--- config.mk ---
export PLATFORM = sky130hd
export DESIGN_NAME = hazard_scoreboard_flat
export DESIGN_NICKNAME = d
export VERILOG_FILES = /design/src/rtl/hazard_scoreboard_pkg.sv /design/src/rtl/hazard_scoreboard_if.sv /design/src/rtl/hazard_scoreboard_sb.sv /design/src/rtl/hazard_scoreboard.sv /design/src/flat_wrapper.sv
export SDC_FILE = /design/constraint.sdc
export NUM_CORES = 1
export LEC_CHECK = 0
export CAP_MARGIN = 20
export CELL_PAD_IN_SITES_DETAIL_PLACEMENT = 1
export CELL_PAD_IN_SITES_GLOBAL_PLACEMENT = 2
export CORE_MARGIN = 3
export CORE_UTILIZATION = 43
export CTS_CLUSTER_DIAMETER = 100
export CTS_CLUSTER_SIZE = 20
export DETAILED_ROUTE_END_ITERATION = 7
export PLACE_DENSITY_LB_ADDON = 0.1
export REMOVE_ABC_BUFFERS = 1
export SYNTH_ARGS = -nofsm -noshare
export SYNTH_HDL_FRONTEND = slang
export SYNTH_HIERARCHICAL = 1
export SYNTH_SLANG_ARGS = --single-unit
--- constraint.sdc ---
create_clock -name clk -period 6.78 [get_ports clk]
set_input_delay 1.017 -clock clk [delete_from_list [all_inputs] [get_ports clk]]
set_output_delay 1.017 -clock clk [all_outputs]
set_load 0.01 [all_outputs]
--- src/rtl/hazard_scoreboard_pkg.sv ---
// Shared types and helpers for the hazard scoreboard: FSM state encoding,
// scoreboard counter width and the operand dependency check.
package hazard_pkg;

    localparam int unsigned CNT_W = 3;

    typedef enum logic [1:0] {
        IDLE,
        FLUSH,
        REDIRECT
    } redirect_state_e;

    // An operand depends on an older result when it is read and either a
    // load counter is still running or the outstanding MDU op targets it.
    // late_ok drops the hazard on the final counter cycle (WB->MEM forward).
    function automatic logic check_dependency(
        input logic used,
        input logic sb_pend,
        input logic sb_last,
        input logic mdu_hit,
        input logic late_ok
    );
        return used & ((sb_pend & ~(late_ok & sb_last)) | mdu_hit);
    endfunction

endpackage

--- src/rtl/hazard_scoreboard_if.sv ---
// ID-stage hazard bus: instruction info into the hazard unit, pipeline
// control back out. master = pipeline side, slave = hazard_scoreboard.
interface hazard_scoreboard_if #(
    parameter int unsigned REG_ADDR_W = 5
);
    logic [REG_ADDR_W-1:0] rs1_ID;
    logic [REG_ADDR_W-1:0] rs2_ID;
    logic [REG_ADDR_W-1:0] rd_ID;
    logic rs1_used_ID;
    logic rs2_used_ID;
    logic RegWrite_ID;
    logic MemRead_ID;
    logic MemWrite_ID;
    logic IsMDU_ID;
    logic IsBranch_ID;
    logic IsJAL_ID;
    logic IsJALR_ID;
    logic branch_result;
    logic id_valid;
    logic mdu_done;
    logic trap_taken;
    logic mret_taken;
    logic stall;
    logic flush_IFID;
    logic flush_IDEX;
    logic flush_EXMEM;
    logic flush_MEMWB;
    logic branch_taken;
    logic mdu_kill;
    logic redirect_busy;

    modport master (
        output rs1_ID, rs2_ID, rd_ID, rs1_used_ID, rs2_used_ID, RegWrite_ID,
               MemRead_ID, MemWrite_ID, IsMDU_ID, IsBranch_ID, IsJAL_ID,
               IsJALR_ID, branch_result, id_valid, mdu_done, trap_taken,
               mret_taken,
        input  stall, flush_IFID, flush_IDEX, flush_EXMEM, flush_MEMWB,
               branch_taken, mdu_kill, redirect_busy
    );

    modport slave (
        input  rs1_ID, rs2_ID, rd_ID, rs1_used_ID, rs2_used_ID, RegWrite_ID,
               MemRead_ID, MemWrite_ID, IsMDU_ID, IsBranch_ID, IsJAL_ID,
               IsJALR_ID, branch_result, id_valid, mdu_done, trap_taken,
               mret_taken,
        output stall, flush_IFID, flush_IDEX, flush_EXMEM, flush_MEMWB,
               branch_taken, mdu_kill, redirect_busy
    );
endinterface

--- src/rtl/hazard_scoreboard_sb.sv ---
// Per-register load countdown array. One set port, a global clear and two
// read ports reporting "still pending" and "on its final cycle".
module hazard_sb
    import hazard_pkg::*;
#(
    parameter int unsigned ADDR_W  = 5,
    parameter int unsigned SET_VAL = 2
) (
    input  logic              clk,
    input  logic              rstn,
    input  logic              clear_all,
    input  logic              set_en,
    input  logic [ADDR_W-1:0] set_addr,
    input  logic [ADDR_W-1:0] rd_addr_a,
    input  logic [ADDR_W-1:0] rd_addr_b,
    output logic              pend_a,
    output logic              last_a,
    output logic              pend_b,
    output logic              last_b
);
    localparam int unsigned DEPTH = 1 << ADDR_W;

    logic [CNT_W-1:0] cnt [DEPTH];

    // Counter update: clear beats set, set beats the free-running decrement; x0 never marked.
    always_ff @(posedge clk) begin
        for (int unsigned r = 0; r < DEPTH; r++) begin
            if (!rstn || clear_all) begin
                cnt[r] <= '0;
            end else if (set_en && (set_addr == ADDR_W'(r)) && (r != 0)) begin
                cnt[r] <= CNT_W'(SET_VAL);
            end else if (cnt[r] != '0) begin
                cnt[r] <= cnt[r] - CNT_W'(1);
            end
        end
    end

    // Read ports.
    always_comb begin
        pend_a = (cnt[rd_addr_a] != '0);
        last_a = (cnt[rd_addr_a] == CNT_W'(1));
        pend_b = (cnt[rd_addr_b] != '0);
        last_b = (cnt[rd_addr_b] == CNT_W'(1));
    end

endmodule

--- src/rtl/hazard_scoreboard.sv ---
// Pipeline hazard unit with per-register load scoreboard, one outstanding
// MDU op and a trap/mret redirect FSM. Optional HAZARD_PERF_EN adds
// saturating stall/flush event counters.
module hazard_scoreboard
    import hazard_pkg::*;
#(
    parameter int unsigned REG_ADDR_W      = 5,
    parameter int unsigned MEM_LAT         = 1,
    parameter int unsigned REDIRECT_CYCLES = 1
) (
    input  logic clk,
    input  logic rstn,
    hazard_scoreboard_if.slave bus
`ifdef HAZARD_PERF_EN
    ,
    output logic [31:0] perf_stall_cnt,
    output logic [31:0] perf_flush_cnt
`endif
);
    redirect_state_e        state, state_d;
    logic                   trap_q, trap_d;
    logic [3:0]             rcnt, rcnt_d;
    logic                   mdu_pend;
    logic [REG_ADDR_W-1:0]  mdu_rd;
    logic                   pend_1, last_1, pend_2, last_2;
    logic                   rs1_haz, rs2_haz, struct_haz, haz, bt_raw;
    logic                   issue, sb_clear;
    logic                   stall, flush_IFID, flush_IDEX, flush_EXMEM, flush_MEMWB;
    logic                   branch_taken, mdu_kill;

    hazard_sb #(
        .ADDR_W  (REG_ADDR_W),
        .SET_VAL (MEM_LAT + 1)
    ) u_sb (
        .clk       (clk),
        .rstn      (rstn),
        .clear_all (sb_clear),
        .set_en    (issue && bus.MemRead_ID && bus.RegWrite_ID),
        .set_addr  (bus.rd_ID),
        .rd_addr_a (bus.rs1_ID),
        .rd_addr_b (bus.rs2_ID),
        .pend_a    (pend_1),
        .last_a    (last_1),
        .pend_b    (pend_2),
        .last_b    (last_2)
    );

    // Operand, structural and control-flow hazards from registered state.
    always_comb begin
        rs1_haz = bus.id_valid & check_dependency(bus.rs1_used_ID, pend_1, last_1,
                      mdu_pend && (mdu_rd == bus.rs1_ID), 1'b0);
        rs2_haz = bus.id_valid & check_dependency(bus.rs2_used_ID, pend_2, last_2,
                      mdu_pend && (mdu_rd == bus.rs2_ID),
                      bus.MemWrite_ID & ~bus.IsBranch_ID & ~bus.IsJALR_ID);
        struct_haz = bus.id_valid & bus.IsMDU_ID & mdu_pend;
        haz = rs1_haz | rs2_haz | struct_haz;
        bt_raw = bus.id_valid & ((bus.IsBranch_ID & bus.branch_result & ~rs1_haz & ~rs2_haz)
                 | bus.IsJAL_ID | (bus.IsJALR_ID & ~rs1_haz));
        issue = (state == IDLE) & bus.id_valid & ~haz;
    end

    // Redirect FSM state register.
    always_ff @(posedge clk) begin
        if (!rstn) begin
            state  <= IDLE;
            trap_q <= 1'b0;
            rcnt   <= '0;
        end else begin
            state  <= state_d;
            trap_q <= trap_d;
            rcnt   <= rcnt_d;
        end
    end

    // Redirect FSM next state and pipeline control outputs.
    always_comb begin
        state_d      = state;
        trap_d       = trap_q;
        rcnt_d       = rcnt;
        stall        = 1'b0;
        flush_IFID   = 1'b0;
        flush_IDEX   = 1'b0;
        flush_EXMEM  = 1'b0;
        flush_MEMWB  = 1'b0;
        branch_taken = 1'b0;
        mdu_kill     = 1'b0;
        sb_clear     = 1'b0;
        case (state)
            IDLE: begin
                stall        = haz;
                flush_IDEX   = haz;
                branch_taken = bt_raw;
                flush_IFID   = bt_raw;
                if (bus.trap_taken || bus.mret_taken) begin
                    state_d = FLUSH;
                    trap_d  = bus.trap_taken;
                end
            end
            FLUSH: begin
                flush_IFID  = 1'b1;
                flush_IDEX  = 1'b1;
                flush_EXMEM = 1'b1;
                flush_MEMWB = trap_q;
                mdu_kill    = mdu_pend;
                sb_clear    = 1'b1;
                if (bus.trap_taken) begin
                    trap_d = 1'b1;
                end else begin
                    state_d = REDIRECT;
                    rcnt_d  = 4'(REDIRECT_CYCLES);
                end
            end
            REDIRECT: begin
                flush_IFID = 1'b1;
                flush_IDEX = 1'b1;
                if (bus.trap_taken) begin
                    state_d = FLUSH;
                    trap_d  = 1'b1;
                end else if (rcnt <= 4'd1) begin
                    state_d = IDLE;
                end else begin
                    rcnt_d = rcnt - 4'd1;
                end
            end
            default: state_d = IDLE;
        endcase
    end

    // Outstanding MDU op: issue sets, completion or FLUSH clears.
    always_ff @(posedge clk) begin
        if (!rstn || sb_clear) begin
            mdu_pend <= 1'b0;
            mdu_rd   <= '0;
        end else if (issue && bus.IsMDU_ID && (bus.rd_ID != '0)) begin
            mdu_pend <= 1'b1;
            mdu_rd   <= bus.rd_ID;
        end else if (bus.mdu_done) begin
            mdu_pend <= 1'b0;
        end
    end

    assign bus.stall         = stall;
    assign bus.flush_IFID    = flush_IFID;
    assign bus.flush_IDEX    = flush_IDEX;
    assign bus.flush_EXMEM   = flush_EXMEM;
    assign bus.flush_MEMWB   = flush_MEMWB;
    assign bus.branch_taken  = branch_taken;
    assign bus.mdu_kill      = mdu_kill;
    assign bus.redirect_busy = (state != IDLE);

`ifdef HAZARD_PERF_EN
    // Saturating event counters.
    always_ff @(posedge clk) begin
        if (!rstn) begin
            perf_stall_cnt <= '0;
            perf_flush_cnt <= '0;
        end else begin
            if (stall && (perf_stall_cnt != '1))
                perf_stall_cnt <= perf_stall_cnt + 32'd1;
            if ((branch_taken || (state_d == FLUSH)) && (perf_flush_cnt != '1))
                perf_flush_cnt <= perf_flush_cnt + 32'd1;
        end
    end
`endif

endmodule
--- src/flat_wrapper.sv ---
// flat-port wrapper written by rule: the top's interface ports become plain ports
module hazard_scoreboard_flat import hazard_pkg::*;
#(
    parameter int unsigned REG_ADDR_W      = 5,
    parameter int unsigned MEM_LAT         = 1,
    parameter int unsigned REDIRECT_CYCLES = 1
)
  (clk, rstn, bus_rs1_ID, bus_rs2_ID, bus_rd_ID, bus_rs1_used_ID, bus_rs2_used_ID, bus_RegWrite_ID, bus_MemRead_ID, bus_MemWrite_ID, bus_IsMDU_ID, bus_IsBranch_ID, bus_IsJAL_ID, bus_IsJALR_ID, bus_branch_result, bus_id_valid, bus_mdu_done, bus_trap_taken, bus_mret_taken, bus_stall, bus_flush_IFID, bus_flush_IDEX, bus_flush_EXMEM, bus_flush_MEMWB, bus_branch_taken, bus_mdu_kill, bus_redirect_busy);
  hazard_scoreboard_if #(.REG_ADDR_W(REG_ADDR_W)) bus_i ();
  input  logic clk;
  input  logic rstn;
  input wire logic [$bits(bus_i.rs1_ID)-1:0] bus_rs1_ID;
  input wire logic [$bits(bus_i.rs2_ID)-1:0] bus_rs2_ID;
  input wire logic [$bits(bus_i.rd_ID)-1:0] bus_rd_ID;
  input wire logic [$bits(bus_i.rs1_used_ID)-1:0] bus_rs1_used_ID;
  input wire logic [$bits(bus_i.rs2_used_ID)-1:0] bus_rs2_used_ID;
  input wire logic [$bits(bus_i.RegWrite_ID)-1:0] bus_RegWrite_ID;
  input wire logic [$bits(bus_i.MemRead_ID)-1:0] bus_MemRead_ID;
  input wire logic [$bits(bus_i.MemWrite_ID)-1:0] bus_MemWrite_ID;
  input wire logic [$bits(bus_i.IsMDU_ID)-1:0] bus_IsMDU_ID;
  input wire logic [$bits(bus_i.IsBranch_ID)-1:0] bus_IsBranch_ID;
  input wire logic [$bits(bus_i.IsJAL_ID)-1:0] bus_IsJAL_ID;
  input wire logic [$bits(bus_i.IsJALR_ID)-1:0] bus_IsJALR_ID;
  input wire logic [$bits(bus_i.branch_result)-1:0] bus_branch_result;
  input wire logic [$bits(bus_i.id_valid)-1:0] bus_id_valid;
  input wire logic [$bits(bus_i.mdu_done)-1:0] bus_mdu_done;
  input wire logic [$bits(bus_i.trap_taken)-1:0] bus_trap_taken;
  input wire logic [$bits(bus_i.mret_taken)-1:0] bus_mret_taken;
  output wire logic [$bits(bus_i.stall)-1:0] bus_stall;
  output wire logic [$bits(bus_i.flush_IFID)-1:0] bus_flush_IFID;
  output wire logic [$bits(bus_i.flush_IDEX)-1:0] bus_flush_IDEX;
  output wire logic [$bits(bus_i.flush_EXMEM)-1:0] bus_flush_EXMEM;
  output wire logic [$bits(bus_i.flush_MEMWB)-1:0] bus_flush_MEMWB;
  output wire logic [$bits(bus_i.branch_taken)-1:0] bus_branch_taken;
  output wire logic [$bits(bus_i.mdu_kill)-1:0] bus_mdu_kill;
  output wire logic [$bits(bus_i.redirect_busy)-1:0] bus_redirect_busy;
  assign bus_i.rs1_ID = bus_rs1_ID;
  assign bus_i.rs2_ID = bus_rs2_ID;
  assign bus_i.rd_ID = bus_rd_ID;
  assign bus_i.rs1_used_ID = bus_rs1_used_ID;
  assign bus_i.rs2_used_ID = bus_rs2_used_ID;
  assign bus_i.RegWrite_ID = bus_RegWrite_ID;
  assign bus_i.MemRead_ID = bus_MemRead_ID;
  assign bus_i.MemWrite_ID = bus_MemWrite_ID;
  assign bus_i.IsMDU_ID = bus_IsMDU_ID;
  assign bus_i.IsBranch_ID = bus_IsBranch_ID;
  assign bus_i.IsJAL_ID = bus_IsJAL_ID;
  assign bus_i.IsJALR_ID = bus_IsJALR_ID;
  assign bus_i.branch_result = bus_branch_result;
  assign bus_i.id_valid = bus_id_valid;
  assign bus_i.mdu_done = bus_mdu_done;
  assign bus_i.trap_taken = bus_trap_taken;
  assign bus_i.mret_taken = bus_mret_taken;
  assign bus_stall = bus_i.stall;
  assign bus_flush_IFID = bus_i.flush_IFID;
  assign bus_flush_IDEX = bus_i.flush_IDEX;
  assign bus_flush_EXMEM = bus_i.flush_EXMEM;
  assign bus_flush_MEMWB = bus_i.flush_MEMWB;
  assign bus_branch_taken = bus_i.branch_taken;
  assign bus_mdu_kill = bus_i.mdu_kill;
  assign bus_redirect_busy = bus_i.redirect_busy;
  hazard_scoreboard #(.REG_ADDR_W(REG_ADDR_W), .MEM_LAT(MEM_LAT), .REDIRECT_CYCLES(REDIRECT_CYCLES)) u_core (.clk(clk), .rstn(rstn), .bus(bus_i));
endmodule
==> results.sh <==
export IMPL_portBuffers=38
export IMPL_crit_path_end_kind="output pin"
export IMPL_clock_path_buffers=2
export IMPL_rrSetupSlack_ns=2.68
export IMPL_maxCapViolations=0
export IMPL_drt_iter0_drc=390
export IMPL_post_cts_buffers=0
export IMPL_synth_cell_area_um2=7844
export IMPL_rr_endpoint="u_core/u_sb/cnt[7][2]"
export IMPL_grt_overflow=0
export IMPL_finalSetupViolCount=0
export IMPL_die_y_um=141.1
export IMPL_p_per_area_nw_per_um2=396.2
export IMPL_cts_buffers=9
export IMPL_hold_path_class="flop to flop"
export IMPL_post_dp_hpwl_um=17330
export IMPL_avgRoutedWirePerCell_um=21.57
export IMPL_hold_start="u_core/trap_q"
export IMPL_ctsRootBufferMaster="clkbuf_16"
export IMPL_skew_ns=0.01097
export IMPL_worst_slew_pin_slew_ns=0.9347
export IMPL_finalHoldWorstSlack_ns=0.4564
export IMPL_fin_nets=917
export IMPL_cts_tree="yes"
export IMPL_finalHoldViolations=0
export IMPL_syn_area_per_cell_um2=9.954
export IMPL_n_antenna_cell=0
export IMPL_ys_warn_count=6
export IMPL_cts_resized=0
export IMPL_cp_arrival_ns=4.87
export IMPL_drt_pass1_iter_count=5
export IMPL_reg2reg_depth=14
export IMPL_worstHoldPathCells=2
export IMPL_p_leak_nw=3.404
export IMPL_core_area_um2=17600
export IMPL_grt_pass1_wl_um=36300
export IMPL_grt_max_degree=63
export IMPL_rows=48
export IMPL_crit_fanout=12
export IMPL_max_slew_margin_rel_pct=37.49
export IMPL_finalMaxSlewViolations=0
export IMPL_grt_pass1_vias=6592
export IMPL_antenna_found_initial=0
export IMPL_grt_usage_pct=23.26
export IMPL_finalSetupTns_ns=0
export IMPL_ir_drop_uv=163.3
export IMPL_ioPinCount=39
export IMPL_drt_wl_total_um=22560
export IMPL_die_area_um2=19900
export IMPL_die_w_um=141.1
export IMPL_netlist_instances=788
export IMPL_gp_congestion=0.8854
export IMPL_cp_required_ns=5.76
export IMPL_hold_path_end="u_core/trap_q"
export IMPL_numClockSinks=109
export IMPL_rsz0062_at_grt="false"
export IMPL_clk_pin_slew_ns=0.08
export IMPL_drtAntennaViolNets=0
export IMPL_max_freq_mhz=170.0
export IMPL_period_share_pct=86.78
export IMPL_start_util_pct=44.57
export IMPL_r2r_start="u_core/u_sb/cnt[21][0]"
export IMPL_drive_gt1_share_pct=9.988
export IMPL_area_delta_synth_final_pct=11.79
export IMPL_drcViolationCount=0
export IMPL_outcome="finished clean"
export IMPL_worstSkewPairLatency_ns=0.36
export IMPL_startpoint_type="primary input"
export IMPL_vias=6268
export IMPL_htree_num_levels=3
export IMPL_period_minus_slack_ns=5.884
export IMPL_path_class="primary input to output pin"
export IMPL_viasPerCell=5.992
export IMPL_cts_hold_buf=0
==> layout by cell type, fill, tap and decap left out, drive strengths merged, types with 3 or more instances in the layout <==
master and instances:
o21ai 22, nor3b 6, nand3 31, or3 8
nor4 8, mux2i 19, nand2 41, ha 70
a221oi 4, dfxtp 13, nand4b 8, buf 18
a211oi 5, o211ai 12, clkbuf 11, xor2 10
nor3 71, nor2 65, o311ai 3, nand4 3
nand2b 7, nor2b 10, a21oi 25, mux4 29
edfxtp 96, o22a 13, or2 17, clkdlybuf4s50 38
a31oi 3, inv 110, and2 5, o31ai 5
==> final cells by class <==
class / count / area (um2)
flip-flops and latches: 109 / 3143
multi-input cells: 531 / 4128
fillers: 1960 / 8828
well taps: 225 / 281.5
inverters: 109 / 409.1
clock buffers: 11 / 232.7
clock inverters: 5 / 58.81
repair buffers: 56 / 515.5
==> critical path: stages <==
cell	delay (ns)
clkdlybuf4s50_1	0.94
mux4_1	0.66
mux4_2	0.49
mux2i_1	0.17
and3b_1	0.20
and4bb_1	0.19
nor2_2	0.16
a211oi_1	0.10
a31oi_1	0.24
o21ba_1	0.15
clkdlybuf4s50_1	0.53
==> power by group <==
group          leakage, nW  internal [mW]  switching, mW
Combinational         2.08          0.727          0.856
Clock                0.138          0.289          0.259
Sequential            1.19           1.08          0.263
==> per-layer routing <==
metal  GRT usage (%)  routed length [um]  up-vias
met4           7.751                 446        0
li1                -                   -     2932
met5               0                   0        -
met3           3.223                 736       30
met2           38.25               10890      104
met1           31.72               10480     3202
==> sequential cells by signal, indices dropped and copies added, names as in the netlist <==
register,flops
u_core/u_sb/cnt,96
u_core/trap_q,1
u_core/mdu_pend,1
u_core/rcnt,4
u_core/state,2
u_core/mdu_rd,5
==> through the flow <==
stage                     instance area (um2)  total power [mW]  instances  util (%)  worst slack, ns
after global placement                   8477             2.798       1030     48.17           0.9900
after CTS                                8768             3.494       1046     49.83           0.8734
final                                    8768             3.474       1046     49.83           0.8962
after detailed placement                 8477             2.936       1030     48.17           0.9058
after floorplan                          7672             2.375        749         -            2.494
after global routing                     8768             3.755       1046     49.83           0.6979
==> how the worst max path moves through the flow <==
stage | depth (start not counted) | from | slack [ns] | end
finish | 11 | bus_rs2_ID[0] | 0.90 | bus_flush_IDEX
detailed placement | 11 | bus_rs2_ID[0] | 0.91 | bus_flush_IDEX
global route | 11 | bus_rs2_ID[0] | 0.70 | bus_flush_IDEX
CTS | 11 | bus_rs2_ID[0] | 0.87 | bus_flush_IDEX
global placement | 11 | bus_rs2_ID[0] | 0.99 | bus_flush_IDEX
floorplan | 11 | bus_rs2_ID[0] | 2.49 | u_core/u_sb/cnt[28][0]
No activity file was read; power rests on OpenSTA's default activity.
